==> src/rtl/wb_result_arbiter_if.sv <==
// Request bus between the execution-unit result producers and wb_result_arbiter.
// Signal suffixes are from the arbiter's point of view.
interface wb_result_arbiter_if #(
   parameter int unsigned NREQ  = 4,
   parameter int unsigned SID_W = 4
);
   logic [NREQ-1:0]       req_valid_i;
   logic [NREQ*5-1:0]     req_rd_i;
   logic [NREQ*64-1:0]    req_value_i;
   logic [NREQ-1:0]       req_redirect_i;
   logic [NREQ*64-1:0]    req_redirect_pc_i;
   logic [NREQ*SID_W-1:0] req_sid_i;
   logic [NREQ-1:0]       req_ready_o;

   modport master (
      output req_valid_i, req_rd_i, req_value_i, req_redirect_i,
             req_redirect_pc_i, req_sid_i,
      input  req_ready_o
   );

   modport slave (
      input  req_valid_i, req_rd_i, req_value_i, req_redirect_i,
             req_redirect_pc_i, req_sid_i,
      output req_ready_o
   );
endinterface

==> src/rtl/wb_result_arbiter.sv <==
// Age-ordered arbiter sharing two writeback slots among NREQ result producers,
// with a post-redirect kill window. Optional perf counters under WB_ARB_PERF_EN.
module wb_result_arbiter #(
   parameter int unsigned NREQ        = 4,
   parameter int unsigned SID_W       = 4,
   parameter int unsigned KILL_CYCLES = 8
) (
   input  logic                  clk,
   input  logic                  rst_n,
   wb_result_arbiter_if.slave    req_if,
   input  logic                  wb_stall_i,
   input  logic                  flush_i,
   output logic                  slot0_valid_o,
   output logic [4:0]            slot0_rd_o,
   output logic [63:0]           slot0_value_o,
   output logic [SID_W-1:0]      slot0_sid_o,
   output logic                  slot0_redirect_o,
   output logic [63:0]           slot0_redirect_pc_o,
   output logic                  slot1_valid_o,
   output logic [4:0]            slot1_rd_o,
   output logic [63:0]           slot1_value_o,
   output logic [SID_W-1:0]      slot1_sid_o,
   output logic                  slot1_redirect_o,
   output logic [63:0]           slot1_redirect_pc_o,
`ifdef WB_ARB_PERF_EN
   output logic [31:0]           perf_grant_cnt_o,
   output logic [31:0]           perf_conflict_cnt_o,
   output logic [31:0]           perf_kill_cnt_o,
`endif
   output logic                  kill_active_o
);
   localparam int unsigned IDX_W = (NREQ > 1) ? $clog2(NREQ) : 1;
   localparam int unsigned CNT_W = (KILL_CYCLES > 1) ? $clog2(KILL_CYCLES) : 1;

   typedef struct packed {
      logic [4:0]       rd;
      logic [63:0]      value;
      logic [SID_W-1:0] sid;
      logic             redirect;
      logic [63:0]      pc;
   } slot_t;

   typedef enum logic {IDLE, KILL} state_t;

   // a is older than b, accounting for the wrap bit
   function automatic logic older(input logic [SID_W-1:0] a, input logic [SID_W-1:0] b);
      if (a[SID_W-1] == b[SID_W-1]) return a[SID_W-2:0] < b[SID_W-2:0];
      else                          return a[SID_W-2:0] > b[SID_W-2:0];
   endfunction

   slot_t             req_pl [NREQ];
   slot_t             slot0_q, slot1_q;
   logic              slot0_valid_q, slot1_valid_q;
   state_t            state_q, state_d;
   logic [SID_W-1:0]  kill_sid_q, kill_sid_d;
   logic [CNT_W-1:0]  kill_cnt_q, kill_cnt_d;
   logic [NREQ-1:0]   elig, drop, ready;
   logic              found0, found1, grant0, grant1, advance, load_redir;
   logic [IDX_W-1:0]  idx0, idx1;
   logic [SID_W-1:0]  redir_sid;

   always_comb begin : unpack
      for (int i = 0; i < NREQ; i++) begin
         req_pl[i].rd       = req_if.req_rd_i[i*5 +: 5];
         req_pl[i].value    = req_if.req_value_i[i*64 +: 64];
         req_pl[i].sid      = req_if.req_sid_i[i*SID_W +: SID_W];
         req_pl[i].redirect = req_if.req_redirect_i[i];
         req_pl[i].pc       = req_if.req_redirect_pc_i[i*64 +: 64];
      end
   end

   // Eligibility, two-oldest pick, grants and ready
   always_comb begin : arbitrate
      elig    = '0;
      drop    = '0;
      ready   = '0;
      found0  = 1'b0;
      found1  = 1'b0;
      idx0    = '0;
      idx1    = '0;
      advance = !wb_stall_i || !(slot0_valid_q || slot1_valid_q);
      for (int i = 0; i < NREQ; i++) begin
         drop[i] = req_if.req_valid_i[i] && (state_q == KILL) && older(kill_sid_q, req_pl[i].sid);
         elig[i] = req_if.req_valid_i[i] && !drop[i];
      end
      for (int i = 0; i < NREQ; i++) begin
         if (elig[i] && (!found0 || older(req_pl[i].sid, req_pl[idx0].sid))) begin
            found0 = 1'b1;
            idx0   = IDX_W'(i);
         end
      end
      for (int i = 0; i < NREQ; i++) begin
         if (elig[i] && (idx0 != IDX_W'(i)) &&
             (!found1 || older(req_pl[i].sid, req_pl[idx1].sid))) begin
            found1 = 1'b1;
            idx1   = IDX_W'(i);
         end
      end
      grant0 = advance && !flush_i && found0;
      grant1 = advance && !flush_i && found1 && !req_pl[idx0].redirect;
      for (int i = 0; i < NREQ; i++) begin
         ready[i] = !flush_i && ((grant0 && idx0 == IDX_W'(i)) ||
                                 (grant1 && idx1 == IDX_W'(i)) || drop[i]);
      end
      load_redir = (grant0 && req_pl[idx0].redirect) || (grant1 && req_pl[idx1].redirect);
      redir_sid  = (grant0 && req_pl[idx0].redirect) ? req_pl[idx0].sid : req_pl[idx1].sid;
   end

   assign req_if.req_ready_o = ready;

   // Kill window next-state
   always_comb begin : kill_fsm
      state_d    = state_q;
      kill_sid_d = kill_sid_q;
      kill_cnt_d = kill_cnt_q;
      if (flush_i) begin
         state_d    = IDLE;
         kill_cnt_d = '0;
      end else if (load_redir) begin
         state_d    = KILL;
         kill_sid_d = redir_sid;
         kill_cnt_d = CNT_W'(KILL_CYCLES - 1);
      end else if (state_q == KILL) begin
         if (kill_cnt_q == '0) state_d = IDLE;
         else                  kill_cnt_d = kill_cnt_q - CNT_W'(1);
      end
   end

   always_ff @(posedge clk or negedge rst_n) begin
      if (!rst_n) begin
         state_q    <= IDLE;
         kill_sid_q <= '0;
         kill_cnt_q <= '0;
      end else begin
         state_q    <= state_d;
         kill_sid_q <= kill_sid_d;
         kill_cnt_q <= kill_cnt_d;
      end
   end

   // Slot registers: valids follow grants, payload only on grant
   always_ff @(posedge clk or negedge rst_n) begin
      if (!rst_n) begin
         slot0_valid_q <= 1'b0;
         slot1_valid_q <= 1'b0;
         slot0_q       <= '0;
         slot1_q       <= '0;
      end else begin
         if (flush_i) begin
            slot0_valid_q <= 1'b0;
            slot1_valid_q <= 1'b0;
         end else if (advance) begin
            slot0_valid_q <= grant0;
            slot1_valid_q <= grant1;
         end
         if (grant0) slot0_q <= req_pl[idx0];
         if (grant1) slot1_q <= req_pl[idx1];
      end
   end

   assign slot0_valid_o       = slot0_valid_q;
   assign slot0_rd_o          = slot0_q.rd;
   assign slot0_value_o       = slot0_q.value;
   assign slot0_sid_o         = slot0_q.sid;
   assign slot0_redirect_o    = slot0_q.redirect;
   assign slot0_redirect_pc_o = slot0_q.pc;
   assign slot1_valid_o       = slot1_valid_q;
   assign slot1_rd_o          = slot1_q.rd;
   assign slot1_value_o       = slot1_q.value;
   assign slot1_sid_o         = slot1_q.sid;
   assign slot1_redirect_o    = slot1_q.redirect;
   assign slot1_redirect_pc_o = slot1_q.pc;
   assign kill_active_o       = (state_q == KILL);

`ifdef WB_ARB_PERF_EN
   function automatic logic [31:0] sat_add(input logic [31:0] c, input logic [31:0] inc);
      logic [32:0] s;
      s = {1'b0, c} + {1'b0, inc};
      return s[32] ? '1 : s[31:0];
   endfunction

   logic [31:0] perf_grant_q, perf_conflict_q, perf_kill_q;
   logic [31:0] n_grant, n_elig, n_drop;

   always_comb begin : perf_counts
      n_grant = 32'(grant0) + 32'(grant1);
      n_elig  = '0;
      n_drop  = '0;
      for (int i = 0; i < NREQ; i++) begin
         n_elig = n_elig + 32'(elig[i]);
         n_drop = n_drop + 32'(drop[i] && !flush_i);
      end
   end

   always_ff @(posedge clk or negedge rst_n) begin
      if (!rst_n) begin
         perf_grant_q    <= '0;
         perf_conflict_q <= '0;
         perf_kill_q     <= '0;
      end else begin
         perf_grant_q    <= sat_add(perf_grant_q, n_grant);
         perf_conflict_q <= sat_add(perf_conflict_q, 32'(n_elig > 32'd2));
         perf_kill_q     <= sat_add(perf_kill_q, n_drop);
      end
   end

   assign perf_grant_cnt_o    = perf_grant_q;
   assign perf_conflict_cnt_o = perf_conflict_q;
   assign perf_kill_cnt_o     = perf_kill_q;
`endif
endmodule

==> src/flat_wrapper.sv <==
// flat-port wrapper written by rule: the top's interface ports become plain ports
module wb_result_arbiter_flat 
#(
   parameter int unsigned NREQ        = 4,
   parameter int unsigned SID_W       = 4,
   parameter int unsigned KILL_CYCLES = 8
)
  (clk, rst_n, wb_stall_i, flush_i, slot0_valid_o, slot0_rd_o, slot0_value_o, slot0_sid_o, slot0_redirect_o, slot0_redirect_pc_o, slot1_valid_o, slot1_rd_o, slot1_value_o, slot1_sid_o, slot1_redirect_o, slot1_redirect_pc_o, kill_active_o, req_if_req_valid_i, req_if_req_rd_i, req_if_req_value_i, req_if_req_redirect_i, req_if_req_redirect_pc_i, req_if_req_sid_i, req_if_req_ready_o);
  wb_result_arbiter_if #(.NREQ(NREQ), .SID_W(SID_W)) req_if_i ();
  input  logic clk;
  input  logic rst_n;
  input  logic wb_stall_i;
  input  logic flush_i;
  output logic slot0_valid_o;
  output logic [4:0] slot0_rd_o;
  output logic [63:0] slot0_value_o;
  output logic [SID_W-1:0] slot0_sid_o;
  output logic slot0_redirect_o;
  output logic [63:0] slot0_redirect_pc_o;
  output logic slot1_valid_o;
  output logic [4:0] slot1_rd_o;
  output logic [63:0] slot1_value_o;
  output logic [SID_W-1:0] slot1_sid_o;
  output logic slot1_redirect_o;
  output logic [63:0] slot1_redirect_pc_o;
  output logic kill_active_o;
  input wire logic [$bits(req_if_i.req_valid_i)-1:0] req_if_req_valid_i;
  input wire logic [$bits(req_if_i.req_rd_i)-1:0] req_if_req_rd_i;
  input wire logic [$bits(req_if_i.req_value_i)-1:0] req_if_req_value_i;
  input wire logic [$bits(req_if_i.req_redirect_i)-1:0] req_if_req_redirect_i;
  input wire logic [$bits(req_if_i.req_redirect_pc_i)-1:0] req_if_req_redirect_pc_i;
  input wire logic [$bits(req_if_i.req_sid_i)-1:0] req_if_req_sid_i;
  output wire logic [$bits(req_if_i.req_ready_o)-1:0] req_if_req_ready_o;
  assign req_if_i.req_valid_i = req_if_req_valid_i;
  assign req_if_i.req_rd_i = req_if_req_rd_i;
  assign req_if_i.req_value_i = req_if_req_value_i;
  assign req_if_i.req_redirect_i = req_if_req_redirect_i;
  assign req_if_i.req_redirect_pc_i = req_if_req_redirect_pc_i;
  assign req_if_i.req_sid_i = req_if_req_sid_i;
  assign req_if_req_ready_o = req_if_i.req_ready_o;
  wb_result_arbiter #(.NREQ(NREQ), .SID_W(SID_W), .KILL_CYCLES(KILL_CYCLES)) u_core (.clk(clk), .rst_n(rst_n), .req_if(req_if_i), .wb_stall_i(wb_stall_i), .flush_i(flush_i), .slot0_valid_o(slot0_valid_o), .slot0_rd_o(slot0_rd_o), .slot0_value_o(slot0_value_o), .slot0_sid_o(slot0_sid_o), .slot0_redirect_o(slot0_redirect_o), .slot0_redirect_pc_o(slot0_redirect_pc_o), .slot1_valid_o(slot1_valid_o), .slot1_rd_o(slot1_rd_o), .slot1_value_o(slot1_value_o), .slot1_sid_o(slot1_sid_o), .slot1_redirect_o(slot1_redirect_o), .slot1_redirect_pc_o(slot1_redirect_pc_o), .kill_active_o(kill_active_o));
endmodule
==> config.mk <==
export PLATFORM = sky130hd
export DESIGN_NAME = wb_result_arbiter_flat
export DESIGN_NICKNAME = d
export VERILOG_FILES = /design/src/rtl/wb_result_arbiter_if.sv /design/src/rtl/wb_result_arbiter.sv /design/src/flat_wrapper.sv
export SDC_FILE = /design/constraint.sdc
export NUM_CORES = 1
export LEC_CHECK = 0
export ABC_AREA = 1
export BUFFER_PORTS_ARGS = -buffer_cell sky130_fd_sc_hd__buf_2
export CORE_AREA = 2 2 326 328
export CTS_CLUSTER_SIZE = 20
export DETAILED_ROUTE_END_ITERATION = 6
export DIE_AREA = 0 0 328 330
export GPL_TIMING_DRIVEN = 0
export PLACE_DENSITY = 0.36
export SKIP_CTS_REPAIR_TIMING = 1
export SYNTH_ARGS = -nofsm -noshare
export SYNTH_HDL_FRONTEND = slang
export SYNTH_SLANG_ARGS = --single-unit
export TNS_END_PERCENT = 20
==> constraint.sdc <==
create_clock -name clk -period 8.3 [get_ports clk]
set_input_delay 0.415 -clock clk [delete_from_list [all_inputs] [get_ports clk]]
set_output_delay 0.415 -clock clk [all_outputs]
set_load 0.01 [all_outputs]
==> impl_results.md <==
* Outcome: finished with violations
* Failing checks: design-rule violations, negative setup slack
* Final Setup Violations at 28
* Critical Path Source Type: flip-flop
* Final worst slack at -502 ps
* Die Area at approximately 0.11 mm^2
* Final Max Tran Viols at 0
* CP max stage cell: dfrtp_2
* Clock share of power at 17.0%
* CP Class: reg2out
* Leakage at around 12 nW
* DR WL/cell at 31.4 um
* Final Cycle Share at 106%
* Min-delay src: req_if_req_value_i[28]
* Max VDD drop at ~0.00016 V
* Buffer and inverter count on the worst path at 5
* Num rows at ~120
* Yosys warns at 0
* DR vias at between 20,000 and 25,000
* Hold Path Sink: u_core.slot0_value_o[28]$_DFFE_PN0P_
* CTS Sinks at 286
* Final HPWL DP at about 120 mm
* FF-to-FF End: u_core.slot1_value_o[60]$_DFFE_PN0P_
* Minimum clock period at between 8000 and 9000 ps
* FILL cells at about 12,000
* Pwr dens at between 400 and 500 mW/mm^2
* Sequential fraction of the synthesis area at approximately two fifths
* Die X at about 330 um
* Clock Latency Late Sink at slightly above 600 ps
* Root buffer cell: clkbuf_16
* Worst path depth at 53
* Crit path DAT at ~8400 ps
* Worst path required time at slightly below 8000 ps
* CTS tree: done
* HP Class: in2reg
* Top cell family by delay on the critical path: simple AND/OR/NAND/NOR gates
* Mapped Avg Cell Area at ~7.5 um^2
* Most common cell after layout, fill and taps aside: buf_2
* Num CTS Buffers at 44
* Longest Clk Path Bufs at 3
* Total of max-cap violations at 0
* GP Congestion at 0.895
* Synth Register Bits at around 290
* Commonest non-fill, non-tap cells in the layout: buf_2, nand2_1, dfrtp_1
* Mapped cell area at about 0.018 mm^2
* Die Ht at 330 um
* R2R Setup Slk at -220 ps
* Global Route Usage Sum at 26.7%
* DRT iter0 DRCs at about 2,200
* Setup TNS Final at -2870 ps
* RSZ-0062 raised after global routing: true
* EDFF count, synth at 0
* Antenna Violating Nets Remaining at 0
* Pre-CTS setup slack at -2250 ps
* Ys flop type: dfrtp_1
* Drt total wl at 152 mm
* Crit path max fanout at 10
* Internal power at about 0.0053 W
* Max incr delay on CP at slightly below 500 ps
* Layout area overhead at 47.7%
* Mapped Nets at 3,034
* Sw frac at a little over half
* Largest net degree at the start of global routing at between 90 and 100
* Cells after synthesis at roughly 2,400
* Antenna violations before repair at 44
* H-tree Lvls at 2
* Starting Density at between 15 and 20%
* Fmax at 0.114 GHz
* Global-route wire length before repair at about 200 mm
* Layout cell share with drive strength beyond 1 at approximately 33%
* Nets at between 3,000 and 4,000
* Clock-pin slew on the worst setup and hold paths at 60 ps
* Number of iterations in the first detailed-routing pass at 7
* Unique masters post-synth at 37
* Ranking of synthesized cells by area: dfrtp_1, nand2_1, o21ai_0
* Post-DR vias/cell at between 4 and 5
* Congestion Overflow GR at 0
* Worst R2R Path Depth at around 50
* Layout Utilization at between 20 and 30%
* Combinational Power Share at between 50 and 60%
* Core area at around 0.10 mm^2
* Sw Pwr at ~0.0057 W
* Worst Hold Path Cells at 3
* Vias in the first global route at ~24,000
* Flop pwr share at 23.1%
* DRC at 14
* Top Ports at between 800 and 900
* Async SR Flop Fraction at 100%
* Dpl cell area at around 0.024 mm^2
* Cell mode on critical path: nand2_4
* Clock Skews at between 20 and 25 ps
* Worst Tran Pin Value at 1470 ps
* Hold Violations, Final at 0
* Synth area leader: dfrtp_1
* FF-to-FF Start: u_core.kill_sid_q[2]$_DFFE_PN0P_
* Post-synth top area share at roughly two fifths
* IO buf count at 841
* Setup crit end kind: output port
* Post-route cell area at between 0.02 and 0.03 mm^2
* Max transition margin at under 10%
area by class of cell:
cell class | instances | area (um^2) | area share, %
flip-flops and latches | 286 | 7160 | 26.5
repair buffers | 907 | 4840 | 17.9
multi-input cells | 1735 | 9880 | 36.5
inverters | 228 | 883 | 3.26
plain buffers | 197 | 1150 | 4.26
diodes | 22 | 55.1 | 0.203
clock buffers | 64 | 1260 | 4.64
clock inverters | 9 | 90.1 | 0.333
well taps | 1391 | 1740 | 6.43
cell usage after synthesis (all sizes together) (44+ instances only):
cell type and count:
a221oi 111, a22oi 76, a31oi 127, buf 74, clkbuf 124, dfrtp 286, inv 227, nand2 537
nand3 79, nor2 278, o2111ai 44, o211ai 107, o21ai 229
logic make-up after synthesis:
group,share of synthesized area [%]
compound gates,29.6
xor+xnor,0.191
simple gates,19.7
buf+inv,9.51
fa+ha+maj,1.98
flops,39.1
per-layer routing:
layer	global-route usage (%)	wire, um	part of all wire [%]
met1	34.5	64200	42
met2	45.1	72000	47
met3	5.44	10600	7.0
met4	7.47	4670	3.1
met5	0	185	0.12
tightest hold or removal path, stage by stage:
cell     delay [ps]
buf_2           110
nand2_1          50
a31oi_1          70
metrics by stage:
stage / total power [W] / hold WS (ps) / instances
after floorplan: 0.00535 / 119 / 2445
after global placement: 0.00869 / 462 / 4677
after detailed placement: 0.00870 / 207 / 4681
after CTS: 0.0106 / -463 / 4754
after global routing: 0.0116 / 53.6 / 4826
final: 0.0110 / 70.2 / 4839
power by group through the flow:
stage	sequential (W)	combinational, W	clock [W]
after floorplan	0.00279	0.00257	0
after global placement	0.00254	0.00616	0
after detailed placement	0.00254	0.00616	0
after CTS	0.00253	0.00617	0.00192
after global routing	0.00262	0.00702	0.00196
final	0.00254	0.00657	0.00187
worst max-delay path by stage:
stage                                           startpoint               endpoint  slack, ps
after floorplan                        req_if_req_sid_i[2]  req_if_req_ready_o[0]        800
after global placement                 req_if_req_sid_i[6]  req_if_req_ready_o[0]      -2360
after detailed placement               req_if_req_sid_i[6]  req_if_req_ready_o[0]      -2250
after CTS                 u_core.kill_sid_q[2]$_DFFE_PN0P_  req_if_req_ready_o[0]      -2800
after global routing      u_core.kill_sid_q[2]$_DFFE_PN0P_  req_if_req_ready_o[0]      -1020
final                     u_core.kill_sid_q[2]$_DFFE_PN0P_  req_if_req_ready_o[0]       -500
registers in the layout, summed over array words and instances, names as in the netlist:
name / flops
u_core.slot0_redirect_pc_o: 64
u_core.slot0_value_o: 64
u_core.slot1_redirect_pc_o: 64
u_core.slot1_value_o: 64
u_core.slot0_rd_o: 5
u_core.slot1_rd_o: 5
u_core.kill_sid_q: 4
u_core.slot0_sid_o: 4
u_core.slot1_sid_o: 4
u_core.kill_cnt_q: 3
u_core.kill_active_o: 1
u_core.slot0_redirect_o: 1
u_core.slot0_valid_o: 1
u_core.slot1_redirect_o: 1
u_core.slot1_valid_o: 1
No activity file was read; power rests on OpenSTA's default activity.
